[config.mk]
export PLATFORM = sky130hd
export DESIGN_NAME = qam_stream_modulator
export DESIGN_NICKNAME = d
export VERILOG_FILES = /design/src/rtl/qam_mod_pkg.sv /design/src/rtl/qam_axis_level.sv /design/src/rtl/qam_stream_modulator.sv
export SDC_FILE = /design/constraint.sdc
export NUM_CORES = 1
export LEC_CHECK = 0
export ABC_CLOCK_PERIOD_IN_PS = 12100
export CORE_MARGIN = 10
export CORE_UTILIZATION = 65
export CTS_BUF_LIST = sky130_fd_sc_hd__clkbuf_8
export CTS_CLUSTER_DIAMETER = 200
export DETAILED_ROUTE_END_ITERATION = 10
export PLACE_DENSITY_LB_ADDON = 0.1
export SETUP_SLACK_MARGIN = 0.02
export SLEW_MARGIN = 20
export SYNTH_ARGS = -nofsm -noshare
export SYNTH_HDL_FRONTEND = slang
export SYNTH_HIERARCHICAL = 1
export SYNTH_SLANG_ARGS = --single-unit
[constraint.sdc]
create_clock -name iclk -period 12.1 [get_ports iclk]
set_clock_uncertainty 0.15 [all_clocks]
set_input_delay 2.42 -clock iclk [delete_from_list [all_inputs] [get_ports iclk]]
set_output_delay 2.42 -clock iclk [all_outputs]
set_load 0.05 [all_outputs]
[src/rtl/qam_mod_pkg.sv]
// Shared types and helpers for the QAM stream modulator.
//   tState        : packer FSM states.
//   gray2bin      : MaxM-bit gray to binary (zero-extended gray maps to zero-extended binary).
//   level         : PAM amplitude for axis index d with m bits per axis,
//                   (2d - (2**m - 1)) * 2**(dat_w-2) / 2**(m-1).
//   qam_supported : bits/symbol in {1,2,4,...,12} and not above the configured maximum.
package qam_mod_pkg;

  localparam int unsigned MaxM = 6;  // max bits per axis (12-bit symbols)

  typedef enum logic [1:0] {
    StIdle,
    StRun,
    StFlush
  } tState;

  function automatic logic [MaxM-1:0] gray2bin(input logic [MaxM-1:0] g);
    logic [MaxM-1:0] b;
    b[MaxM-1] = g[MaxM-1];
    for (int i = MaxM - 2; i >= 0; i--) begin
      b[i] = b[i+1] ^ g[i];
    end
    return b;
  endfunction

  // Scaling by P / 2**(m-1) is a left shift by dat_w-1-m; exact while dat_w >= MaxM+1.
  function automatic int level(input int m, input int d, input int dat_w);
    return (2 * d - (1 << m) + 1) <<< (dat_w - 1 - m);
  endfunction

  function automatic logic qam_supported(input logic [3:0] q, input int bmax);
    return ((q == 4'd1) || ((q[0] == 1'b0) && (q != 4'd0) && (q <= 4'd12))) &&
           (int'(q) <= bmax);
  endfunction

endpackage

[src/rtl/qam_axis_level.sv]
// Combinational gray-coded axis bits to signed amplitude.
//   m_i     : bits per axis (1..6); bits of bits_i at and above m_i must be zero.
//   bits_i  : gray-coded axis bits, LSB aligned.
//   level_o : signed amplitude, pDAT_W bits, |level| < 2**(pDAT_W-1).
module qam_axis_level
  import qam_mod_pkg::*;
#(
  parameter int unsigned pDAT_W = 9
) (
  input  logic [2:0]        m_i,
  input  logic [MaxM-1:0]   bits_i,
  output logic [pDAT_W-1:0] level_o
);

  always_comb begin
    level_o = pDAT_W'(level(int'(m_i), int'(gray2bin(bits_i)), int'(pDAT_W)));
  end

endmodule

[src/rtl/qam_stream_modulator.sv]
// Packs a framed bit stream (LSB first) into gray-coded QAM symbols with signed I/Q output.
//   iclk, ireset (async, active-low), iclkena (freezes everything when low)
//   Input word stream : ival/ordy handshake, isop/ieop framing, iqam (sampled on isop), idat
//   Symbol stream     : oval/iordy handshake, osop/oeop framing, oqam, oerr, odat_re/odat_im
module qam_stream_modulator
  import qam_mod_pkg::*;
#(
  parameter int unsigned pBMAX   = 12,
  parameter int unsigned pIDAT_W = 8,
  parameter int unsigned pDAT_W  = 9
) (
  input  logic               iclk,
  input  logic               ireset,
  input  logic               iclkena,
  input  logic               isop,
  input  logic               ival,
  input  logic               ieop,
  input  logic [3:0]         iqam,
  input  logic [pIDAT_W-1:0] idat,
  output logic               ordy,
  input  logic               iordy,
  output logic               oval,
  output logic               osop,
  output logic               oeop,
  output logic [3:0]         oqam,
  output logic               oerr,
  output logic [pDAT_W-1:0]  odat_re,
  output logic [pDAT_W-1:0]  odat_im
);

  localparam int unsigned AccW = pBMAX + pIDAT_W;
  localparam int unsigned CntW = $clog2(AccW + 1);
  localparam int unsigned SymW = 2 * MaxM;

  localparam logic [pDAT_W-1:0] PosP = {2'b01, {(pDAT_W - 2){1'b0}}};
  localparam logic [pDAT_W-1:0] NegP = {2'b11, {(pDAT_W - 2){1'b0}}};

  tState             state_q, state_d;
  logic [AccW-1:0]   acc_q, acc_d;
  logic [CntW-1:0]   cnt_q, cnt_d;
  logic [3:0]        qam_q, qam_d;
  logic              sop_pend_q, sop_pend_d;
  logic              rdy_en_q;

  logic              oval_q, osop_q, oeop_q, oerr_q;
  logic [3:0]        oqam_q;
  logic [pDAT_W-1:0] re_q, im_q;

  logic              supported, flush, accept, can_emit, emit, last;
  logic [CntW-1:0]   nbits;
  logic [SymW-1:0]   sym;
  logic [2:0]        m;
  logic [MaxM-1:0]   mmask, re_bits, im_bits;
  logic [pDAT_W-1:0] lvl_re, lvl_im, re_nx, im_nx;

  // ordy depends on registered state only; rdy_en_q holds it low for the first cycle.
  assign ordy = rdy_en_q & (state_q != StFlush) & (cnt_q <= CntW'(pBMAX));

  // Handshake and symbol size decode.
  always_comb begin
    supported = qam_supported(qam_q, int'(pBMAX));
    // Unsupported sizes still need a consumption width so the frame drains.
    if (qam_q == 4'd0 || int'(qam_q) > int'(pBMAX)) begin
      nbits = CntW'(pBMAX);
    end else begin
      nbits = CntW'(qam_q);
    end
    flush    = (state_q == StFlush);
    accept   = iclkena & ival & ordy;
    can_emit = (cnt_q >= nbits) | (flush & (cnt_q != '0));
    emit     = iclkena & can_emit & (~oval_q | iordy);
    last     = flush & (cnt_q <= nbits);
  end

  // Packer and FSM next state: shift out the emitted symbol first, then append the new word.
  always_comb begin
    acc_d      = acc_q;
    cnt_d      = cnt_q;
    state_d    = state_q;
    qam_d      = qam_q;
    sop_pend_d = sop_pend_q;

    if (emit) begin
      if (cnt_q >= nbits) begin
        acc_d = acc_q >> nbits;
        cnt_d = cnt_q - nbits;
      end else begin
        acc_d = '0;
        cnt_d = '0;
      end
      sop_pend_d = 1'b0;
      if (last) begin
        state_d = StIdle;
      end
    end else if (flush && cnt_q == '0) begin
      state_d = StIdle;
    end

    if (accept) begin
      if (isop) begin
        // New frame (or abort of the current one): restart from this word.
        acc_d      = AccW'(idat);
        cnt_d      = CntW'(pIDAT_W);
        qam_d      = iqam;
        sop_pend_d = 1'b1;
        state_d    = ieop ? StFlush : StRun;
      end else if (state_q == StRun) begin
        // Bits above cnt are always zero, so OR-in is a write at acc[cnt +: pIDAT_W].
        acc_d = acc_d | (AccW'(idat) << cnt_d);
        cnt_d = cnt_d + CntW'(pIDAT_W);
        if (ieop) begin
          state_d = StFlush;
        end
      end
    end
  end

  // Symbol to amplitude mapping; bits beyond cnt are zero, which pads the residue.
  always_comb begin
    sym     = SymW'(acc_q[pBMAX-1:0]);
    m       = qam_q[3:1];
    mmask   = ~({MaxM{1'b1}} << m);
    re_bits = sym[MaxM-1:0] & mmask;
    im_bits = MaxM'(sym >> m) & mmask;
    if (!supported) begin
      re_nx = '0;
      im_nx = '0;
    end else if (qam_q == 4'd1) begin
      re_nx = sym[0] ? PosP : NegP;
      im_nx = '0;
    end else begin
      re_nx = lvl_re;
      im_nx = lvl_im;
    end
  end

  qam_axis_level #(
    .pDAT_W (pDAT_W)
  ) u_level_re (
    .m_i     (m),
    .bits_i  (re_bits),
    .level_o (lvl_re)
  );

  qam_axis_level #(
    .pDAT_W (pDAT_W)
  ) u_level_im (
    .m_i     (m),
    .bits_i  (im_bits),
    .level_o (lvl_im)
  );

  always_ff @(posedge iclk or negedge ireset) begin
    if (!ireset) begin
      state_q    <= StIdle;
      acc_q      <= '0;
      cnt_q      <= '0;
      qam_q      <= '0;
      sop_pend_q <= 1'b0;
      rdy_en_q   <= 1'b0;
      oval_q     <= 1'b0;
      osop_q     <= 1'b0;
      oeop_q     <= 1'b0;
      oqam_q     <= '0;
      oerr_q     <= 1'b0;
      re_q       <= '0;
      im_q       <= '0;
    end else if (iclkena) begin
      state_q    <= state_d;
      acc_q      <= acc_d;
      cnt_q      <= cnt_d;
      qam_q      <= qam_d;
      sop_pend_q <= sop_pend_d;
      rdy_en_q   <= 1'b1;
      if (emit) begin
        oval_q <= 1'b1;
        osop_q <= sop_pend_q;
        oeop_q <= last;
        oqam_q <= qam_q;
        oerr_q <= ~supported;
        re_q   <= re_nx;
        im_q   <= im_nx;
      end else if (iordy) begin
        oval_q <= 1'b0;
      end
    end
  end

  assign oval    = oval_q;
  assign osop    = osop_q;
  assign oeop    = oeop_q;
  assign oqam    = oqam_q;
  assign oerr    = oerr_q;
  assign odat_re = re_q;
  assign odat_im = im_q;

endmodule

==> out/qor_table.md, run 1 <==
| Result | Reported | Unit |
| --- | --- | --- |
| I/O pin cnt | 46 | - |
| Number of instances in the synthesized netlist | 799 | - |
| Synthesis warning total | 6 | - |
| Cell class contributing the biggest share of worst-path delay | compound AO/OA/AOI/OAI gates | - |
| Commonest non-fill, non-tap cells in the layout | nand2_1 (122), o21ai_0 (62), dfrtp_1 (58), nor2_1 (51), clkdlybuf4s50_1 (44) | - |
| Compound-cell area share of the yosys netlist | 23.4 | % |
| Antenna violations before repair | 0 | - |
| Mapped Nets | 860 | - |
| Setup Total Neg Slack | 0 | ns |
| CTS tree | done | - |
| Worst hold path type | flip-flop to flip-flop | - |
| Buffer and inverter count on the worst path | 2 | - |
| RSZ-0062 raised after global routing | no | - |
| Post-Route Hold Slack | 0.320 | ns |
| Max Freq | 176 | MHz |
| Total area of multi-input combinational cells | 0.00471 | sq mm |
| Count of routing violations after the opening detailed-route iteration | 801 | - |
| Final Hold Fails | 0 | - |
| Gr usage total | 25.9 | % |
| Setup slack after layout | 6.41 | ns |
| CTS resizes | 0 | - |
| Vias | 6402 | - |
| Slew Limit Headroom | 34.8 | % |
| Cell type contributing the most total cell area after synthesis | dfrtp_1 | - |
| Clk slew on worst S/H paths | 0.07 | ns |
| Total overflow reported by the global router | 0 | - |
| Critical Path Start Type | input port | - |
| Cell Chain, Critical Path | clkdlybuf4s50_1, o21ai_0, a21oi_1, a31oi_4, buf_4, a22o_1, o21bai_1, or3_1, or3b_1, o211ai_1 | - |
| Port Buffers | 45 | - |
| Post-Synth XOR/XNOR Area | 3.08 | % |
| Post-CTS repair timing setup buffer count | 0 | - |
| Number of nets still failing antenna checks after routing | 0 | - |
| Final cycle utilization of the critical path | 47.1 | % |
| Transition at the pin with the smallest max-transition slack | 0.975 | ns |
| Number of sinks on the clock net | 59 | - |
| Global placer's final weighted congestion | 0.972 | - |
| Critical Path RT | 12.22 | ns |
| Most common cell after layout, fill and taps aside | nand2_1 | - |
| Placed cell areas | 0.00699 | sq mm |
| Count of state elements after synthesis | 59 | - |
| Post-place setup slack | 6.10 | ns |
| Max FO, Critical Path | 73 | - |
| Max-cap check violation count | 0 | - |
| Count of distinct cell types in the synthesized netlist | 86 | - |
| Routed wire length | 18.6 | mm |
| Main flop type after synthesis | dfrtp_1 | - |
| Time the worst path needs with I/O delays and setup | 5.69 | ns |
| CTS root buffer | clkbuf_8 | - |
| Number of synthesized flops with an enable pin | 0 | - |
| Ant. Diodes | 0 | - |
| Count of standard-cell rows | 36 | - |
| Number of buffers inserted for hold repair after clock tree synthesis | 0 | - |
| Vias in the first global route | 6264 | - |
| Total die area | 0.0145 | sq mm |
| Wire length of the first global-routing pass | 31.1 | mm |
| Core Box Area | 0.00982 | sq mm |
| CTS H-Tree Depth | 3 | - |
| Clk Latency, worst-skew pair | 0.36 | ns |
| Layout-stage area growth over the synthesis result | 9.59 | % |
| Maximum single-stage delay on the critical path | 0.60 | ns |
| CP Class | input port to flip-flop | - |
| Storage element area | 0.00148 | sq mm |
| Slowest cell on the critical path | buf_4 | - |
| Area of all placed cells without fillers | 0.00721 | sq mm |
| Post-DR vias/cell | 6.78 | - |
| Filler cell count | 766 | - |
| Crit end category | flip-flop | - |
| Mapped Avg Cell Area | 8.23 | sq um |
| Area share of fa/ha/maj cells after synthesis | 8.50 | % |
| Starting density of the core | 67.0 | % |
| Slew Viols, Final | 0 | - |
| Cell area after synthesis | 0.00658 | sq mm |
| Post-synthesis mux area share | 12.8 | % |
| Overall die height | 121 | microns |
| Maximum number of pins on one net before global-route repair | 74 | - |
| Max clock buf depth | 2 | - |
| Result of the run | complete, no violations | - |
| Chip Width | 121 | microns |
| Proportion of register bits with asynchronous set or reset after synthesis | 100 | % |
| Number of nets in the layout | 867 | - |
| Total clock buffers created by CTS | 9 | - |
| Ranking of synthesized cells by area | dfrtp_1 (22%), ha_1 (7.4%), mux4_2 (7.2%) | - |
| Main combinational cell family by area after synthesis | simple AND/OR/NAND/NOR gates | - |
| Share of synthesized area occupied by flip-flops and latches | 22.5 | % |
| Setup-violating endpoint count in the final report | 0 | - |
| Iteration count of the initial detailed-routing pass | 8 | - |
| Detail Placement HPWL | 13.4 | mm |
| Arrival time at the worst endpoint | 5.81 | ns |
| Layout cells sized above 1 | 11.7 | % |
| Basic-gate share of the synthesized area counting and, or, nand and nor cells | 23.6 | % |
| Remaining design rule violation count | 0 | - |
| Share of Yosys cell area claimed by the top area cell type | 22.5 | % |
| Wire length per cell | 19.8 | microns |
-- final timing paths --
check	slack [ns]	to	depth (start not counted)	from
max in group asynchronous	9.18	qam_q[1]	2	ireset
hold / removal	0.32	rdy_en_q	1	rdy_en_q
setup / recovery	6.41	acc_q[12]	10	iordy
min in group asynchronous	2.06	odat_re[4]	2	ireset
setup reg to reg	6.44	acc_q[12]	15	qam_q[1]
hold reg to reg	0.32	rdy_en_q	1	rdy_en_q
-- area by class of cell --
type,instances,area share [%]
Multi-Input combinational cell,649,65.4
Sequential cell,59,20.5
Timing Repair Buffer,54,7.12
Tap cell,133,2.31
Clock buffer,12,2.29
Inverter,33,1.72
Clock inverter,4,0.660
-- flip-flops by register name, indices dropped and copies added, names as in the netlist --
name and cells:
acc_q 20, cnt_q 5, odat_im 9, odat_re 9, oeop 1, oerr 1, oqam 4, osop 1
oval 1, qam_q 4, rdy_en_q 1, sop_pend_q 1, state_q 2
-- metal layers --
metal / vias up / track usage, % / share of wire, %
met5: - / 0 / 0
met4: 0 / 13.3 / 3.8
met3: 68 / 3.49 / 6.5
met2: 346 / 44.3 / 49
met1: 3037 / 31.1 / 41
li1: 2951 / - / -
-- Yosys cell counts (5+ instances only) --
library cell  instances
nand2_1             122
a32oi_1              11
mux2i_1              16
a31oi_1               9
o21ai_0              62
and2_1                6
a21o_1                6
a22oi_1               8
o21a_1                6
nor2_1               51
a21boi_0              5
nand3_1              22
clkbuf_1             32
nor2b_1              16
and3_1                9
nor4_1                8
a21oi_1              40
buf_2                15
ha_1                 39
xnor2_1              11
or3_1                 5
a211oi_1             12
nand2b_1              9
nor3_1               21
dfrtp_1              59
mux2_2               12
nand4_1               5
o22ai_1               7
mux4_2               21
o31ai_1               5
inv_1                33
-- metrics by stage --
step,utilization [%],instances
after floorplan,-,799
after global placement,71.2,927
after detailed placement,71.2,927
after CTS,73.3,943
after global routing,73.4,944
final,73.4,944
-- cells by family after synthesis --
| family | count (synthesis) |
|---|---|
| and+or+nand+nor | 310 |
| adders and majority gates | 43 |
| AOI/OAI and AO/OA | 225 |
| DFF | 59 |
| buffers and inverters | 91 |
| xor gates and xnor gates | 18 |
| muxes | 53 |
-- worst reg2reg max path: cells and delay by family (launching register included) --
family          cells  cell delay (ns)
fa+ha+maj           2             0.81
buf+inv             3             1.54
flops               1             0.34
compound gates      4             1.04
simple gates        6             1.70
Power of run 1 is left out: the tool's default activity adds up to more than one toggle a clock period on the data nets, which glitch-free logic cannot reach.
==> run 2, diff against run 1 <==
ABC_CLOCK_PERIOD_IN_PS = 5400   (was 12100)
CORE_UTILIZATION = 62   (was 65)
clock period = 5.4 ns   (was 12.1 ns; I/O delays follow)
==> run 2 against run 1 <==
Utilization shrank 2.8 points. Register-to-register slack worse by 5.9 ns. Via count up 0.48%. Critical path depth up 9. Final cell count increased by 1.3%. Worst setup slack got worse by 5.9 ns. First-iteration DRC count shrank 2.7%. Sequential cell count unchanged. Sequential share of layout area is 0.22 points lower.
==> out/qor_table.md, run 2 (synthesized netlist as in run 1, its figures left out) <==
| Result | Reported | Unit |
| --- | --- | --- |
| CTS resizes | 0 | - |
| Most flop-heavy register | acc_q | - |
| Maximum single-stage delay on the critical path | 0.76 | ns |
| Max clock buf depth | 2 | - |
| Wire length of the first global-routing pass | 31.1 | mm |
| Met2 layer usage reported by global route | 42.3 | % |
| Most used routing layer | met2 | - |
| Met1 routing resource usage after global routing | 29.9 | % |
| Port Buffers | 45 | - |
| Number of nets in the layout | 876 | - |
| Slew Viols, Final | 0 | - |
| Routed wire length | 19.2 | mm |
| Crit end category | flip-flop | - |
| Ant. Diodes | 0 | - |
| Starting density of the core | 63.7 | % |
| Worst hold path type | flip-flop to flip-flop | - |
| Buffer and inverter count on the worst path | 2 | - |
| CTS tree | done | - |
| Final cycle utilization of the critical path | 90.5 | % |
| Iteration count of the initial detailed-routing pass | 5 | - |
| Core Box Area | 0.0103 | sq mm |
| Result of the run | complete, no violations | - |
| Post-Route Hold Slack | 0.332 | ns |
| Gr usage total | 25.3 | % |
| Number of sinks on the clock net | 59 | - |
| Number of nets still failing antenna checks after routing | 0 | - |
| Layout cells sized above 1 | 12.4 | % |
| CP Class | flip-flop to flip-flop | - |
| Number of buffers inserted for hold repair after clock tree synthesis | 0 | - |
| Post-CTS repair timing setup buffer count | 0 | - |
| Count of routing violations after the opening detailed-route iteration | 779 | - |
| Count of standard-cell rows | 37 | - |
| Clk slew on worst S/H paths | 0.07 | ns |
| Critical Path Start Type | flip-flop | - |
| I/O pin cnt | 46 | - |
| Met3 track demand over resource in global routing | 5.24 | % |
| Total die area | 0.0151 | sq mm |
| Time the worst path needs with I/O delays and setup | 4.89 | ns |
| Remaining design rule violation count | 0 | - |
| Max Freq | 205 | MHz |
| Total overflow reported by the global router | 0 | - |
| Max FO, Critical Path | 20 | - |
| Arrival time at the worst endpoint | 4.95 | ns |
| Layout-stage area growth over the synthesis result | 10.8 | % |
| Antenna violations before repair | 0 | - |
| Slowest cell on the critical path | dfrtp_1 | - |
| Max-cap check violation count | 0 | - |
| Maximum number of pins on one net before global-route repair | 68 | - |
| Total clock buffers created by CTS | 9 | - |
| Wire length per cell | 20.0 | microns |
| Critical Path RT | 5.47 | ns |
| Setup-violating endpoint count in the final report | 0 | - |
| Post-DR vias/cell | 6.73 | - |
| Cell Chain, Critical Path | nand2_1, nor3b_1, xor2_2, xnor2_1, xnor2_2, xor2_2, xnor2_1, ha_1, inv_1, ha_1, inv_1, fa_1, nor2b_1, o221ai_1, a2111o_1, a211oi_2, o221ai_2, nand2_1, o21ai_0 | - |
| Cell class contributing the biggest share of worst-path delay | simple AND/OR/NAND/NOR gates | - |
| Chip Width | 123 | microns |
| Global placer's final weighted congestion | 0.951 | - |
| Number of flip-flops in the largest register | 20 | - |
| Clk Latency, worst-skew pair | 0.36 | ns |
| Detail Placement HPWL | 13.8 | mm |
| RSZ-0062 raised after global routing | no | - |
| Vias in the first global route | 6323 | - |
| Slew Limit Headroom | 39.7 | % |
| CTS root buffer | clkbuf_8 | - |
| Transition at the pin with the smallest max-transition slack | 0.904 | ns |
| Final Hold Fails | 0 | - |
| Commonest non-fill, non-tap cells in the layout | nand2_1 (122), o21ai_0 (62), dfrtp_1 (58), nor2_1 (51), clkdlybuf4s50_1 (44) | - |
| Setup Total Neg Slack | 0 | ns |
| Vias | 6433 | - |
| Filler cell count | 817 | - |
| CTS H-Tree Depth | 3 | - |
| Overall die height | 123 | microns |
| Most common cell after layout, fill and taps aside | nand2_1 | - |
[run 2: changes by cell type in the layout (fill, tap and decap cells not counted)]
cell,before,now
clkinv_4,0,1
inv_1,33,35
clkinv_2,2,1
clkbuf_8,12,10
buf_4,8,18
bufinv_16,1,2
clkinvlp_4,1,0
clkbuf_4,1,0
[run 2: stage by stage]
step,std cells,instance area [sq um],util [%],setup slack (ns)
finish,956,7280,70.6,0.512
global route,956,7280,70.6,0.100
global placement,940,7070,68.4,0.775
CTS,956,7280,70.6,0.556
detailed placement,940,7070,68.4,0.584
floorplan,799,6580,-,0.713
[run 2: routing by layer]
metal,part of all wire (%),vias up
met1,40,3050
met4,3.5,0
met2,49,347
met5,0,-
met3,7.7,60
li1,-,2976
[run 2: area by class of cell]
type	count	area, sq um	share of cell area [%]
clock inverters	6	81.3	1.12
inverters	33	124	1.70
clock buffers	10	138	1.89
flip-flops and latches	59	1480	20.3
multi-input cells	649	4710	64.7
well taps	136	170	2.34
repair buffers	63	581	7.97
[run 2: tightest hold or removal path: cells and delay by family (launching register included)]
family,cells,cell delay (ns)
DFF,1,0.34
AOI/OAI and AO/OA,1,0.06
and+or+nand+nor,1,0.04
[run 2: final timing paths]
kind                                 start          to  slack [ns]  cells after the start
worst min-delay path            odat_re[1]  odat_re[1]        0.33                      2
max in group asynchronous           ireset    acc_q[6]        3.82                      2
worst min register to register  odat_re[1]  odat_re[1]        0.33                      2
worst max-delay path              qam_q[2]  odat_im[8]        0.51                     19
min in group asynchronous           ireset  odat_re[6]        0.69                      2
worst max register to register    qam_q[2]  odat_im[8]        0.51                     19
Power of run 2 is left out for the same reason.
